`src/rtl/pixel_stream_serializer.sv`:
```
// Buffers 3-channel pixels in a FIFO and emits them one channel word at a time over valid/ready.
// Optional PIXEL_CHECKSUM_EN appends a ch2^ch1^ch0 word to every pixel.
module pixel_stream_serializer #(
  parameter int unsigned COLOR_CHANNEL = 8,
  parameter int unsigned FIFO_DEPTH    = 16
) (
  input  logic                          i_clk,
  input  logic                          i_rst,
  input  logic [2:0][COLOR_CHANNEL-1:0] i_data,
  input  logic                          i_data_ready,
  output logic [COLOR_CHANNEL-1:0]      o_word,
  output logic                          o_word_valid,
  input  logic                          i_word_ready,
  output logic                          o_pixel_last,
  output logic                          o_fifo_full,
  output logic                          o_overflow
);

  localparam int unsigned PW = (FIFO_DEPTH > 1) ? $clog2(FIFO_DEPTH) : 1;
  localparam int unsigned CW = PW + 1;
`ifdef PIXEL_CHECKSUM_EN
  localparam logic [1:0] LAST_IDX = 2'd3;
`else
  localparam logic [1:0] LAST_IDX = 2'd2;
`endif

  typedef enum logic {IDLE, SEND} state_t;

  logic [2:0][COLOR_CHANNEL-1:0] mem [FIFO_DEPTH];

  state_t                        state_q, state_d;
  logic [PW-1:0]                 wr_ptr_q, wr_ptr_d;
  logic [PW-1:0]                 rd_ptr_q, rd_ptr_d;
  logic [CW-1:0]                 count_q, count_d;
  logic [1:0]                    idx_q, idx_d;
  logic [2:0][COLOR_CHANNEL-1:0] hold_q, hold_d;
  logic [COLOR_CHANNEL-1:0]      word_q, word_d;
  logic                          valid_q, valid_d;
  logic                          last_q, last_d;
  logic                          full_q, full_d;
  logic                          ovf_q, ovf_d;

  logic                          push, pop, xfer;
  logic [1:0]                    idx_nxt;
  logic [2:0][COLOR_CHANNEL-1:0] head;

  // Word order within a pixel: ch2, ch1, ch0, then optional checksum.
  function automatic logic [COLOR_CHANNEL-1:0] sel_word(
    input logic [2:0][COLOR_CHANNEL-1:0] px,
    input logic [1:0]                    idx
  );
    case (idx)
      2'd0:    return px[2];
      2'd1:    return px[1];
      2'd2:    return px[0];
`ifdef PIXEL_CHECKSUM_EN
      default: return px[2] ^ px[1] ^ px[0];
`else
      default: return '0;
`endif
    endcase
  endfunction

  assign head = mem[rd_ptr_q];

  always_comb begin
    state_d  = state_q;
    wr_ptr_d = wr_ptr_q;
    rd_ptr_d = rd_ptr_q;
    idx_d    = idx_q;
    hold_d   = hold_q;
    word_d   = word_q;
    valid_d  = valid_q;
    last_d   = last_q;
    pop      = 1'b0;
    xfer     = valid_q & i_word_ready;
    idx_nxt  = idx_q + 2'd1;

    case (state_q)
      IDLE: if (count_q != '0) pop = 1'b1;
      SEND: begin
        if (xfer) begin
          if (idx_q != LAST_IDX) begin
            idx_d  = idx_nxt;
            word_d = sel_word(hold_q, idx_nxt);
            last_d = (idx_nxt == LAST_IDX);
          end else if (count_q != '0) begin
            pop = 1'b1;
          end else begin
            state_d = IDLE;
            valid_d = 1'b0;
            last_d  = 1'b0;
            idx_d   = 2'd0;
          end
        end
      end
      default: state_d = IDLE;
    endcase

    // Loading a new pixel presents ch2 immediately, so back-to-back pixels have no bubble.
    if (pop) begin
      hold_d   = head;
      word_d   = head[2];
      valid_d  = 1'b1;
      last_d   = 1'b0;
      idx_d    = 2'd0;
      state_d  = SEND;
      rd_ptr_d = rd_ptr_q + PW'(1);
    end

    push = i_data_ready & ((count_q != CW'(FIFO_DEPTH)) | pop);
    if (push) wr_ptr_d = wr_ptr_q + PW'(1);

    count_d = count_q + CW'(push) - CW'(pop);
    full_d  = (count_d == CW'(FIFO_DEPTH));
    ovf_d   = ovf_q | (i_data_ready & ~push);
  end

  always_ff @(posedge i_clk) begin
    if (push) mem[wr_ptr_q] <= i_data;
  end

  always_ff @(posedge i_clk or posedge i_rst) begin
    if (i_rst) begin
      state_q  <= IDLE;
      wr_ptr_q <= '0;
      rd_ptr_q <= '0;
      count_q  <= '0;
      idx_q    <= '0;
      hold_q   <= '0;
      word_q   <= '0;
      valid_q  <= 1'b0;
      last_q   <= 1'b0;
      full_q   <= 1'b0;
      ovf_q    <= 1'b0;
    end else begin
      state_q  <= state_d;
      wr_ptr_q <= wr_ptr_d;
      rd_ptr_q <= rd_ptr_d;
      count_q  <= count_d;
      idx_q    <= idx_d;
      hold_q   <= hold_d;
      word_q   <= word_d;
      valid_q  <= valid_d;
      last_q   <= last_d;
      full_q   <= full_d;
      ovf_q    <= ovf_d;
    end
  end

  assign o_word       = word_q;
  assign o_word_valid = valid_q;
  assign o_pixel_last = last_q;
  assign o_fifo_full  = full_q;
  assign o_overflow   = ovf_q;

endmodule

```
`config.mk`:
```
export PLATFORM = sky130hd
export DESIGN_NAME = pixel_stream_serializer
export DESIGN_NICKNAME = d
export VERILOG_FILES = /design/src/rtl/pixel_stream_serializer.sv
export SDC_FILE = /design/constraint.sdc
export NUM_CORES = 1
export LEC_CHECK = 0
export BUFFER_PORTS_ARGS = -buffer_cell sky130_fd_sc_hd__buf_2
export CAP_MARGIN = 10
export CELL_PAD_IN_SITES_DETAIL_PLACEMENT = 1
export CELL_PAD_IN_SITES_GLOBAL_PLACEMENT = 1
export CORE_MARGIN = 2
export CORE_UTILIZATION = 55
export DETAILED_ROUTE_END_ITERATION = 8
export PLACE_DENSITY = 0.82
export SETUP_SLACK_MARGIN = 0.05
export SLEW_MARGIN = 30
export SYNTH_ARGS = -nofsm -noshare
export SYNTH_HDL_FRONTEND = slang
export SYNTH_SLANG_ARGS = --single-unit
```
`constraint.sdc`:
```
create_clock -name i_clk -period 4 [get_ports i_clk]
set_clock_uncertainty 0.1 [all_clocks]
set_input_delay 0.2 -clock i_clk [delete_from_list [all_inputs] [get_ports i_clk]]
set_output_delay 0.2 -clock i_clk [all_outputs]
set_load 0.02 [all_outputs]
```
# [After elaboration in Yosys (flattened, before gate mapping)]
# Memory sizes are Yosys's and may differ from the RTL's.
# Index checks and enable logic that the tools add are counted.
[totals] reg_bits=52 ramBits=384 input_bits=28 output_inout_bits=12 wordCells=71 memories=1
[classes] n_addsub=5 n_eq_ne=8 mux=29 n_bitwise=7 reduce_logical=8
[mem_list] memory="mem" depth=16 word_bits=24 read_ports=1 rd_ports_with_merged_regs=0 write_ports=1 line="29" source="logic [2:0][COLOR_CHANNEL-1:0] mem [FIFO_DEPTH];"
[op_table] cell="2-to-1 mux 8 bit" count=4
[op_table] cell="one-hot mux 8 bit (3 select lines)" count=1
[op_table] cell="2-to-1 mux 1 bit" count=18
[op_table] cell="2-to-1 mux 2 bit" count=5
[op_table] cell="adder 4 x 1 -> 4 bit, second input constant" count=2
[op_table] cell="!= test 2 bit, second input constant" count=3
[op_table] cell="AND reduction 3 bit" count=2
[op_table] cell="nonzero test 2 bit" count=3
[op_table] cell="adder 5 x 1 -> 5 bit" count=1
[op_table] cell="== test 5 bit, second input constant" count=1
[op_table] cell="!= test 5 bit, second input constant" count=1
[op_table] cell="nonzero test 5 bit" count=1
[op_table] cell="subtractor 5 x 1 -> 5 bit" count=1
[op_table] cell="AND reduction 4 bit" count=1
[op_table] cell="bitwise AND 1 bit" count=3
[op_table] cell="!= test 3 bit, second input constant" count=1
[op_table] cell="adder 2 x 1 -> 2 bit, second input constant" count=1
[op_table] cell="== test 2 x 1 -> 1 bit, second input constant" count=1
[op_table] cell="== test 2 bit, second input constant" count=1
[op_table] cell="zero test 2 bit" count=1
[op_table] cell="NOT 1 bit" count=2
[op_table] cell="bitwise OR 1 bit" count=2
[op_table] cell="one-hot mux 1 bit (2 select lines)" count=1

# [Logic depth before layout (Yosys ltp)]
# Gate-level depths: netlist (run 1).
[depth] word_depth=10 mapped_depth=14 mapped_depth_nobuf=13

# [Worst setup path after synthesis (run 1)]
# No wires, ideal clock.
[synth_path] path_kind="reg2reg" start="register count_q[3]" end="register full_q, in the netlist o_fifo_full" setup_ns=0.105 t_arrival_ns=2.762 required_ns=3.795 path_slack_ns=1.033 path_stages_with_launch=15 path_buffers=1 period_less_slack_ns=2.967 path_cell_list="dfrtp_1 -> inv_1 -> ha_1 -> or4b_4 -> o21ai_2 -> buf_2 -> nand2_1 -> nand2_1 -> ha_1 -> inv_1 -> fa_1 -> nand2b_1 -> a21oi_1 -> nor3_1 -> nor4b_1"
[synth_via] elab_chain_cells=10 elab_cells_between_ends=11 cone_classes="2 x add/sub; 2 x eq/ne; 4 x mux; 2 x bitwise; 1 x reduce/logical"
[synth_lines] item="start, declared" line="34" source="logic [CW-1:0] count_q, count_d;"
[synth_lines] item="start signal, assigned" line="140" source="count_q <= count_d;"
[synth_lines] item="nonzero test 5 bit" line="80, 87"
[synth_lines] item="2-to-1 mux 1 bit" line="80, 87"
[synth_lines] item="2-to-1 mux 1 bit" line="83" source="if (idx_q != LAST_IDX) begin"
[synth_lines] item="2-to-1 mux 1 bit" line="82" source="if (xfer) begin"
[synth_lines] item="one-hot mux 1 bit (2 select lines)" line="79" source="case (state_q)"
[synth_lines] item="bitwise OR 1 bit" line="111" source="push = i_data_ready & ((count_q != CW'(FIFO_DEPTH)) | pop);"
[synth_lines] item="bitwise AND 1 bit" line="111"
[synth_lines] item="adder 5 x 1 -> 5 bit" line="114" source="count_d = count_q + CW'(push) - CW'(pop);"
[synth_lines] item="subtractor 5 x 1 -> 5 bit *" line="114"
[synth_lines] item="== test 5 bit *" line="115" source="full_d = (count_d == CW'(FIFO_DEPTH));"
[synth_lines] item="via full_d" line="40" source="logic full_q, full_d;"
[synth_lines] item="end signal, assigned" line="146" source="full_q <= full_d;"
[synth_lines] item="end, declared" line="40"
# The timed path passes the listed nets; every way through them passes the cells marked *.
# A chain may end at the register's enable or synchronous reset.

# [Worst setup path in the final report (run 1)]
[layout_path] start="register idx_q[1]" end="memory mem[10][5] in the netlist's numbering, enable pin"
[layout_via] elab_chain_cells=8
[layout_lines] item="start, declared" line="35" source="logic [1:0] idx_q, idx_d;"
[layout_lines] item="start signal, assigned" line="141" source="idx_q <= idx_d;"
[layout_lines] item="!= test 2 bit" line="83"
[layout_lines] item="2-to-1 mux 1 bit" line="83"
[layout_lines] item="2-to-1 mux 1 bit" line="82"
[layout_lines] item="one-hot mux 1 bit (2 select lines)" line="79"
[layout_lines] item="bitwise OR 1 bit" line="111"
[layout_lines] item="bitwise AND 1 bit" line="111"
[layout_lines] item="2-to-1 mux 1 bit" line="120" source="if (push) mem[wr_ptr_q] <= i_data;"
[layout_lines] item="2-to-1 mux 1 bit (implied by the code)" line="120"
[layout_lines] item="end, declared" line="29"
# No other way between the ends.

==> results.tsv, run 1 <==
stage	metric	value	unit
floorplan	Die Area	32500	µm²
logic_synthesis	EDFF count, synth	384	
logic_synthesis	Yosys top cell area share	0.674	
clock_tree	clk slew on worst S/H paths	60	ps
logic_synthesis	Mapped Nets	863	
setup_path	WP data required	4130	ps
logic_synthesis	multiplexer area fraction after synthesis	0.156	
clock_tree	CTS Buf Count	44	
clock_tree	clock sink count	435	
global_route	Overflow after GRT	0	
power_and_ir_drop	VDD IR max	0.367	mV
logic_synthesis	post-synthesis cell area	17100	µm²
logic_synthesis	register area share after synthesis	0.749	
logic_synthesis	cell accounting for the most synthesized area	edfxtp_1	
power_and_ir_drop	Int Power	0.00955	W
sta	min Tclk post-route	3420	ps
min_path	HP Class	input port to flip-flop	
setup_path	Startpoint Class	flip-flop	
setup_path	crit-path max FO	15	
job	Max-Cap Viols	0	
layout	Antenna Cells	0	
place	gpl congestion	0.795	
sta	Slew HR	0.397	
global_route	initial antenna violation count	0	
logic_synthesis	synthesized flop and latch total	435	
power_and_ir_drop	Static Leak	6.47	nW
logic_synthesis	Post-synth top flop	edfxtp_1	
global_route	layer with the highest usage	met2	
detailed_routing	final WL	40200	µm
power_and_ir_drop	Psw	0.00425	W
logic_synthesis	Adder-Cell Fraction of Synth Area	0.00849	
clock_tree	clk root buf	clkbuf_16	
logic_synthesis	Synth cell types	51	
clock_tree	CTS tree	done	
logic_synthesis	Post-synth ARST share	0.117	
layout	area delta synth->final	14.0	%
layout	Sequential Area	12800	µm²
global_route	met3 Track Usage GR	0.0574	
setup_path	critical path arrival	3540	ps
place	DP HPWL	24300	µm
detailed_routing	DRT antenna net count	0	
setup_path	Setup crit end kind	flip-flop	
sta	Setup-failing EPs final	0	
sta	setup TNS	0	ps
global_route	all-layer global routing usage	0.256	
logic_synthesis	Post-Synth Simple-Gate Area	0.0277	
setup_path	WS Path Type	flip-flop to flip-flop	
place	# port buffers	39	
global_route	first-pass GRT wire length	61300	µm
sta	Slew @ Worst Pin	902	ps
sta	Final Hold Vio Count	0	
clock_tree	Worst-Skew Late Latency	540	ps
floorplan	initial core utilization	0.559	
power_and_ir_drop	Power Total	0.0138	W
detailed_routing	via count	8586	
logic_synthesis	Synth Area in XOR/XNOR	0.00461	
logic_synthesis	syn_area_per_cell	20.8	µm²
detailed_routing	Iter 0 DRT Violations	804	
detailed_routing	wire per inst	29.7	µm
logic_synthesis	post-synthesis compound-gate area fraction	0.0350	
logic_synthesis	largest family of logic cells by synthesized area	multiplexers	
sta	Slew Limit Fails	0	
global_route	maximum number of pins on one net before global-route repair	50	
global_route	met2 usage	0.417	
sta	Fmax achieved	0.293	GHz
clock_tree	Max Root-Sink Buffers	3	
detailed_routing	TritonRoute pass-1 iters	5	
layout	multi-input logic area	3990	µm²
power_and_ir_drop	switching portion of total power	0.308	
global_route	vias in the first global route	9562	
setup_path	Cell Chain, Critical Path	nand4b_1, a41oi_2, nand3b_1, nor2_4, buf_4	
floorplan	Core Region	30600	µm²
power_and_ir_drop	Cell Pwr Density	708	nW/µm²
global_route	M1 GR Usage	0.341	
logic_synthesis	largest cells by area after synthesis	edfxtp_1, mux4_2, dfrtp_1	
setup_path	Worst path max stage delay	700	ps
layout	layout cell share with drive strength beyond 1	0.264	
floorplan	Die Span X	180	µm
sta	unrepaired setup endpoints after global routing	no	
sta	crit share post-route	0.854	
power_and_ir_drop	Clk pwr share	0.283	
power_and_ir_drop	sequential fraction of design power	0.449	
setup_path	slowest library cell on the worst path	dfrtp_1	
logic_synthesis	Syn Inst Count	824	
power_and_ir_drop	Gate power share	0.268	
run_status	status	finished clean	
floorplan	Std-Cell Rows	64	
clock_tree	H-Tree Depth	2	
logic_synthesis	Synth warnings	0	
layout	Filler Cell Count	2528	
floorplan	IO Count	40	
floorplan	DIE HEIGHT	180	µm
layout	fin nets	961	
detailed_routing	Vias per Instance	6.34	
detailed_routing	final routed DRC violation total	0	
[final timing paths]
kind,endpoint,startpoint,slack [ps],depth (start not counted)
setup / recovery,mem[10][5]$_DFFE_PP_,idx_q[1]$_DFFE_PP0P_,580,5
hold reg to reg,o_overflow$_DFF_PP0_,o_overflow$_DFF_PP0_,400,1
max in group asynchronous,rd_ptr_q[3]$_DFFE_PP0P_,i_rst,2760,4
hold / removal,o_word_valid$_DFFE_PP0P_,i_word_ready,8,4
min in group asynchronous,o_word[1]$_DFFE_PP0P_,i_rst,230,3
setup reg to reg,mem[10][5]$_DFFE_PP_,idx_q[1]$_DFFE_PP0P_,580,5
[worst max-delay path: cells and delay by family, from the launching register on]
family                 cells  cell delay (ps)
AND/OR/NAND/NOR            3             1370
buffers and inverters      1              320
flip-flops                 1              700
AO/OA/AOI/OAI              1              590
[layout make-up]
type / count / share of cell area
multi-input cells: 330 / 0.205
well taps: 396 / 0.0254
clock buffers: 60 / 0.0617
inverters: 17 / 0.00327
repair buffers: 94 / 0.0384
flip-flops and latches: 435 / 0.658
clock inverters: 22 / 0.00880
[metrics by stage]
step | setup WS, ps | hold slack, ps | utilization | instance area, µm² | cells
4_1_cts | 561 | 3.46 | 0.637 | 19500 | 1354
5_1_grt | 380 | 73.7 | 0.637 | 19500 | 1354
2_1_floorplan | 1030 | 199 | - | 17100 | 824
6_report | 585 | 8.06 | 0.637 | 19500 | 1354
3_3_place_gp | 916 | 244 | 0.584 | 17900 | 1246
3_5_place_dp | 678 | 272 | 0.584 | 17900 | 1246
[cells in the mapped netlist, types with 2 or more instances]
cell and instances:
a221oi_2 4, mux2_2 16, o21a_1 7, nor4b_1 2, nor3_1 3, edfxtp_1 384
mux2_1 7, a221oi_1 2, buf_2 17, nand2_1 30, buf_8 2, clkbuf_1 6
a21oi_1 6, xnor2_1 7, buf_4 6, inv_1 17, nand2b_1 7, buf_12 2
o221ai_1 27, nor2_1 15, nand3_1 2, mux2i_1 40, xor2_1 2, a221o_1 6
and2_1 12, buf_1 7, buf_6 2, ha_1 10, nor2b_1 7, dfrtp_1 51
o21ai_0 3, a21o_1 2, o211a_1 6, nor3b_1 2, mux4_2 89
[logic make-up after synthesis]
logic type      after synthesis
compound gates               68
xor+xnor                      9
simple gates                 90
fa+ha+maj                    11
mux                         152
flops                       435
buf+inv                      59
[placed cells by master, fill, tap and decap left out, types with 3 or more instances in the layout]
master / count
a21oi_1: 5
a221o_1: 6
a221oi_2: 4
and2_1: 12
buf_12: 6
buf_2: 39
buf_4: 23
clkbuf_1: 13
clkbuf_16: 45
clkinv_1: 7
clkinv_2: 7
dfrtp_1: 48
dlygate4sd3_1: 26
edfxtp_1: 384
ha_1: 10
inv_1: 16
mux2_1: 7
mux2_2: 16
mux2i_1: 40
mux4_2: 89
nand2_1: 30
nand2b_1: 7
nor2_1: 11
nor2_4: 4
nor2b_1: 7
nor3_1: 3
o211a_1: 6
o21a_1: 7
o21ai_0: 3
o221ai_1: 27
xnor2_1: 7
[registers in the layout, summed over array words and instances, names as in the netlist]
register / count
count_q: 5
hold_q: 24
idx_q: 2
mem: 384
o_fifo_full: 1
o_overflow: 1
o_word: 8
o_word_valid: 1
rd_ptr_q: 4
state_q: 1
wr_ptr_q: 4
[power groups by stage]
| stage | Combinational, W | Clock [W] | Sequential, W |
|---|---|---|---|
| after global placement | 0.00349 | 0 | 0.00622 |
| after detailed placement | 0.00364 | 0 | 0.00627 |
| after global routing | 0.00397 | 0.00411 | 0.00626 |
| final | 0.00369 | 0.00391 | 0.00620 |
| after floorplan | 0.00276 | 0 | 0.00593 |
| after CTS | 0.00373 | 0.00395 | 0.00620 |
[timing repair]
| action | CTS | global route |
|---|---|---|
| buffers inserted | 0 | 0 |
| hold buffers | 26 | 0 |
| hold endpoints to repair | 397 | 0 |
| resized for setup | 0 | 0 |
[metal layers]
layer  vias to the layer above  share of wire
met5                         -              0
met2                       350           0.50
met1                      4562           0.39
li1                       3578              -
met3                        96          0.070
met4                         0          0.039
Power figures use the tool's default switching activity.
==> run 2, diff against run 1 <==
==> constraint.sdc (replaced) <==
create_clock -name i_clk -period 4 [get_ports i_clk]
set_clock_uncertainty 0.1 [all_clocks]
set_input_delay 0.4 -clock i_clk [delete_from_list [all_inputs] [get_ports i_clk]]
set_output_delay 0.4 -clock i_clk [all_outputs]
set_load 0.02 [all_outputs]
==> results.tsv, run 2 (synthesis gave the netlist of run 1 again) <==
stage	metric	value	unit	change
place	gpl congestion	0.827		was 0.795
power_and_ir_drop	VDD IR max	0.387	mV	was 0.367 mV
sta	Setup-failing EPs final	0		unchanged
global_route	vias in the first global route	9248		was 9562
sta	Slew Limit Fails	0		unchanged
floorplan	initial core utilization	0.559		unchanged
clock_tree	Worst-Skew Late Latency	540	ps	about the same
layout	post-route insts no fill	1321		was 1354
detailed_routing	final WL	39700	µm	was 40200 µm
power_and_ir_drop	Cell Pwr Density	707	nW/µm²	was 708 nW/µm²
global_route	all-layer global routing usage	0.254		was 0.256
clock_tree	post_cts resized	0		unchanged
detailed_routing	DRT antenna net count	0		unchanged
layout	layout cell share with drive strength beyond 1	0.268		was 0.264
layout	max reg flops	384		unchanged
sta	Slew @ Worst Pin	788	ps	was 902 ps
global_route	maximum number of pins on one net before global-route repair	43		was 50
layout	Final Cell Area	19200	µm²	was 19500 µm²
layout	commonest non-fill, non-tap cell in the layout	edfxtp_1		unchanged
detailed_routing	wire per inst	30.1	µm	was 29.7 µm
floorplan	Std-Cell Rows	64		unchanged
detailed_routing	final routed DRC violation total	0		unchanged
min_path	HP Class	input port to flip-flop		unchanged
sta	Fmax achieved	0.283	GHz	was 0.293 GHz
detailed_routing	Vias per Instance	6.34		about the same
layout	fin util	0.627		was 0.637
floorplan	Die Area	32500	µm²	unchanged
sta	crit share post-route	0.882		was 0.854
global_route	first-pass GRT wire length	60700	µm	was 61300 µm
layout	fin nets	932		was 961
setup_path	Setup crit end kind	flip-flop		unchanged
place	Placement Setup Slack	542	ps	was 678 ps
setup_path	critical path arrival	3640	ps	was 3540 ps
power_and_ir_drop	Static Leak	6.33	nW	was 6.47 nW
job	Max-Cap Viols	0		unchanged
min_path	Cells on Worst Hold Path	2		was 4
clock_tree	Hold Buf Count CTS	1		was 26
clock_tree	clock sink count	435		unchanged
layout	Filler Cell Count	2552		was 2528
sta	Final Hold Vio Count	0		unchanged
layout	Antenna Cells	0		unchanged
clock_tree	clk slew on worst S/H paths	60	ps	about the same
sta	final worst slack	473	ps	was 585 ps
setup_path	Startpoint Class	flip-flop		unchanged
clock_tree	CTS Buf Count	43		was 44
layout	area delta synth->final	12.1	%	was 14.0%
clock_tree	Post CTS Setup Buffer Count	0		unchanged
detailed_routing	Iter 0 DRT Violations	834		was 804
clock_tree	Max Root-Sink Buffers	3		unchanged
setup_path	reg2reg path depth	5		unchanged
setup_path	WP data required	4110	ps	was 4130 ps
layout	Biggest register	mem		unchanged
global_route	Overflow after GRT	0		unchanged
clock_tree	H-Tree Depth	2		unchanged
layout	commonest cells after routing, fill and taps aside	edfxtp_1, mux4_2, dfrtp_1		unchanged
place	DP HPWL	24600	µm	was 24300 µm
floorplan	Die Span X	180	µm	unchanged
floorplan	IO Count	40		unchanged
place	# port buffers	39		unchanged
setup_path	crit-path max FO	16		was 15
setup_path	WS Path Type	flip-flop to flip-flop		unchanged
floorplan	DIE HEIGHT	180	µm	unchanged
sta	unrepaired setup endpoints after global routing	no		unchanged
run_status	status	finished clean		unchanged
floorplan	Core Region	30600	µm²	unchanged
global_route	initial antenna violation count	0		unchanged
sta	setup TNS	0	ps	unchanged
place	Post-DP Area	17900	µm²	about the same
sta	min Tclk post-route	3530	ps	was 3420 ps
detailed_routing	via count	8369		was 8586
sta	Slew HR	0.474		was 0.397
clock_tree	clk root buf	clkbuf_16		unchanged
place	post-placement cell count	1243		was 1246
clock_tree	CTS tree	done		unchanged
detailed_routing	TritonRoute pass-1 iters	5		unchanged
[run 2: cell types whose count changed in the layout (fill, tap and decap cells not counted), sizes merged]
cell         delta
clkinv          +4
dlygate4sd3    -25
clkinvlp        -1
clkbuf          -8
buf             -3
[run 2: layout make-up]
type / instances / area (µm²) / share of cell area
sequential: 435 / 12800 / 0.668
inverter: 17 / 63.8 / 0.00333
tap: 396 / 495 / 0.0258
clock inverter: 25 / 183 / 0.00953
timing repair buffer: 66 / 513 / 0.0268
multi-input combinational: 330 / 3990 / 0.208
clock buffer: 52 / 1110 / 0.0579
[run 2: power breakdown]
group,switching [W],internal [W]
Clock,0.00163,0.00211
Sequential,0.000556,0.00560
Combinational,0.00197,0.00169
Total,0.00416,0.00940
[run 2: layer usage]
| metal | vias to the layer above | GRT usage | wire [µm] |
|---|---|---|---|
| li1 | 3513 | - | - |
| met1 | 4470 | 0.357 | 15900 |
| met2 | 324 | 0.418 | 20100 |
| met3 | 62 | 0.0398 | 2670 |
| met4 | 0 | 0.0752 | 988 |
| met5 | - | 0 | 0 |
[run 2: final timing paths]
kind	startpoint	end	slack, ps
worst min-delay path	i_data_ready	o_overflow$_DFF_PP0_	60
worst max register to register	idx_q[1]$_DFFE_PP0P_	mem[3][21]$_DFFE_PP_	470
worst max-delay path	idx_q[1]$_DFFE_PP0P_	mem[3][21]$_DFFE_PP_	470
min in group asynchronous	i_rst	hold_q[1]$_DFFE_PP0P_	450
worst min register to register	o_overflow$_DFF_PP0_	o_overflow$_DFF_PP0_	380
max in group asynchronous	i_rst	hold_q[15]$_DFFE_PP0P_	2580
[run 2: critical path: stages (launching register included)]
cell	delay (ps)
dfrtp_1	680
nand4b_1	260
a41oi_2	610
nor3b_1	480
and2_1	680
buf_4	380
[run 2: per-stage QoR]
| stage | hold slack, ps | total power [W] |
|---|---|---|
| after floorplan | 342 | 0.00870 |
| after global placement | 363 | 0.00971 |
| after detailed placement | 366 | 0.00989 |
| after CTS | 43.2 | 0.0137 |
| after global routing | 50.7 | 0.0141 |
| final | 64.0 | 0.0136 |
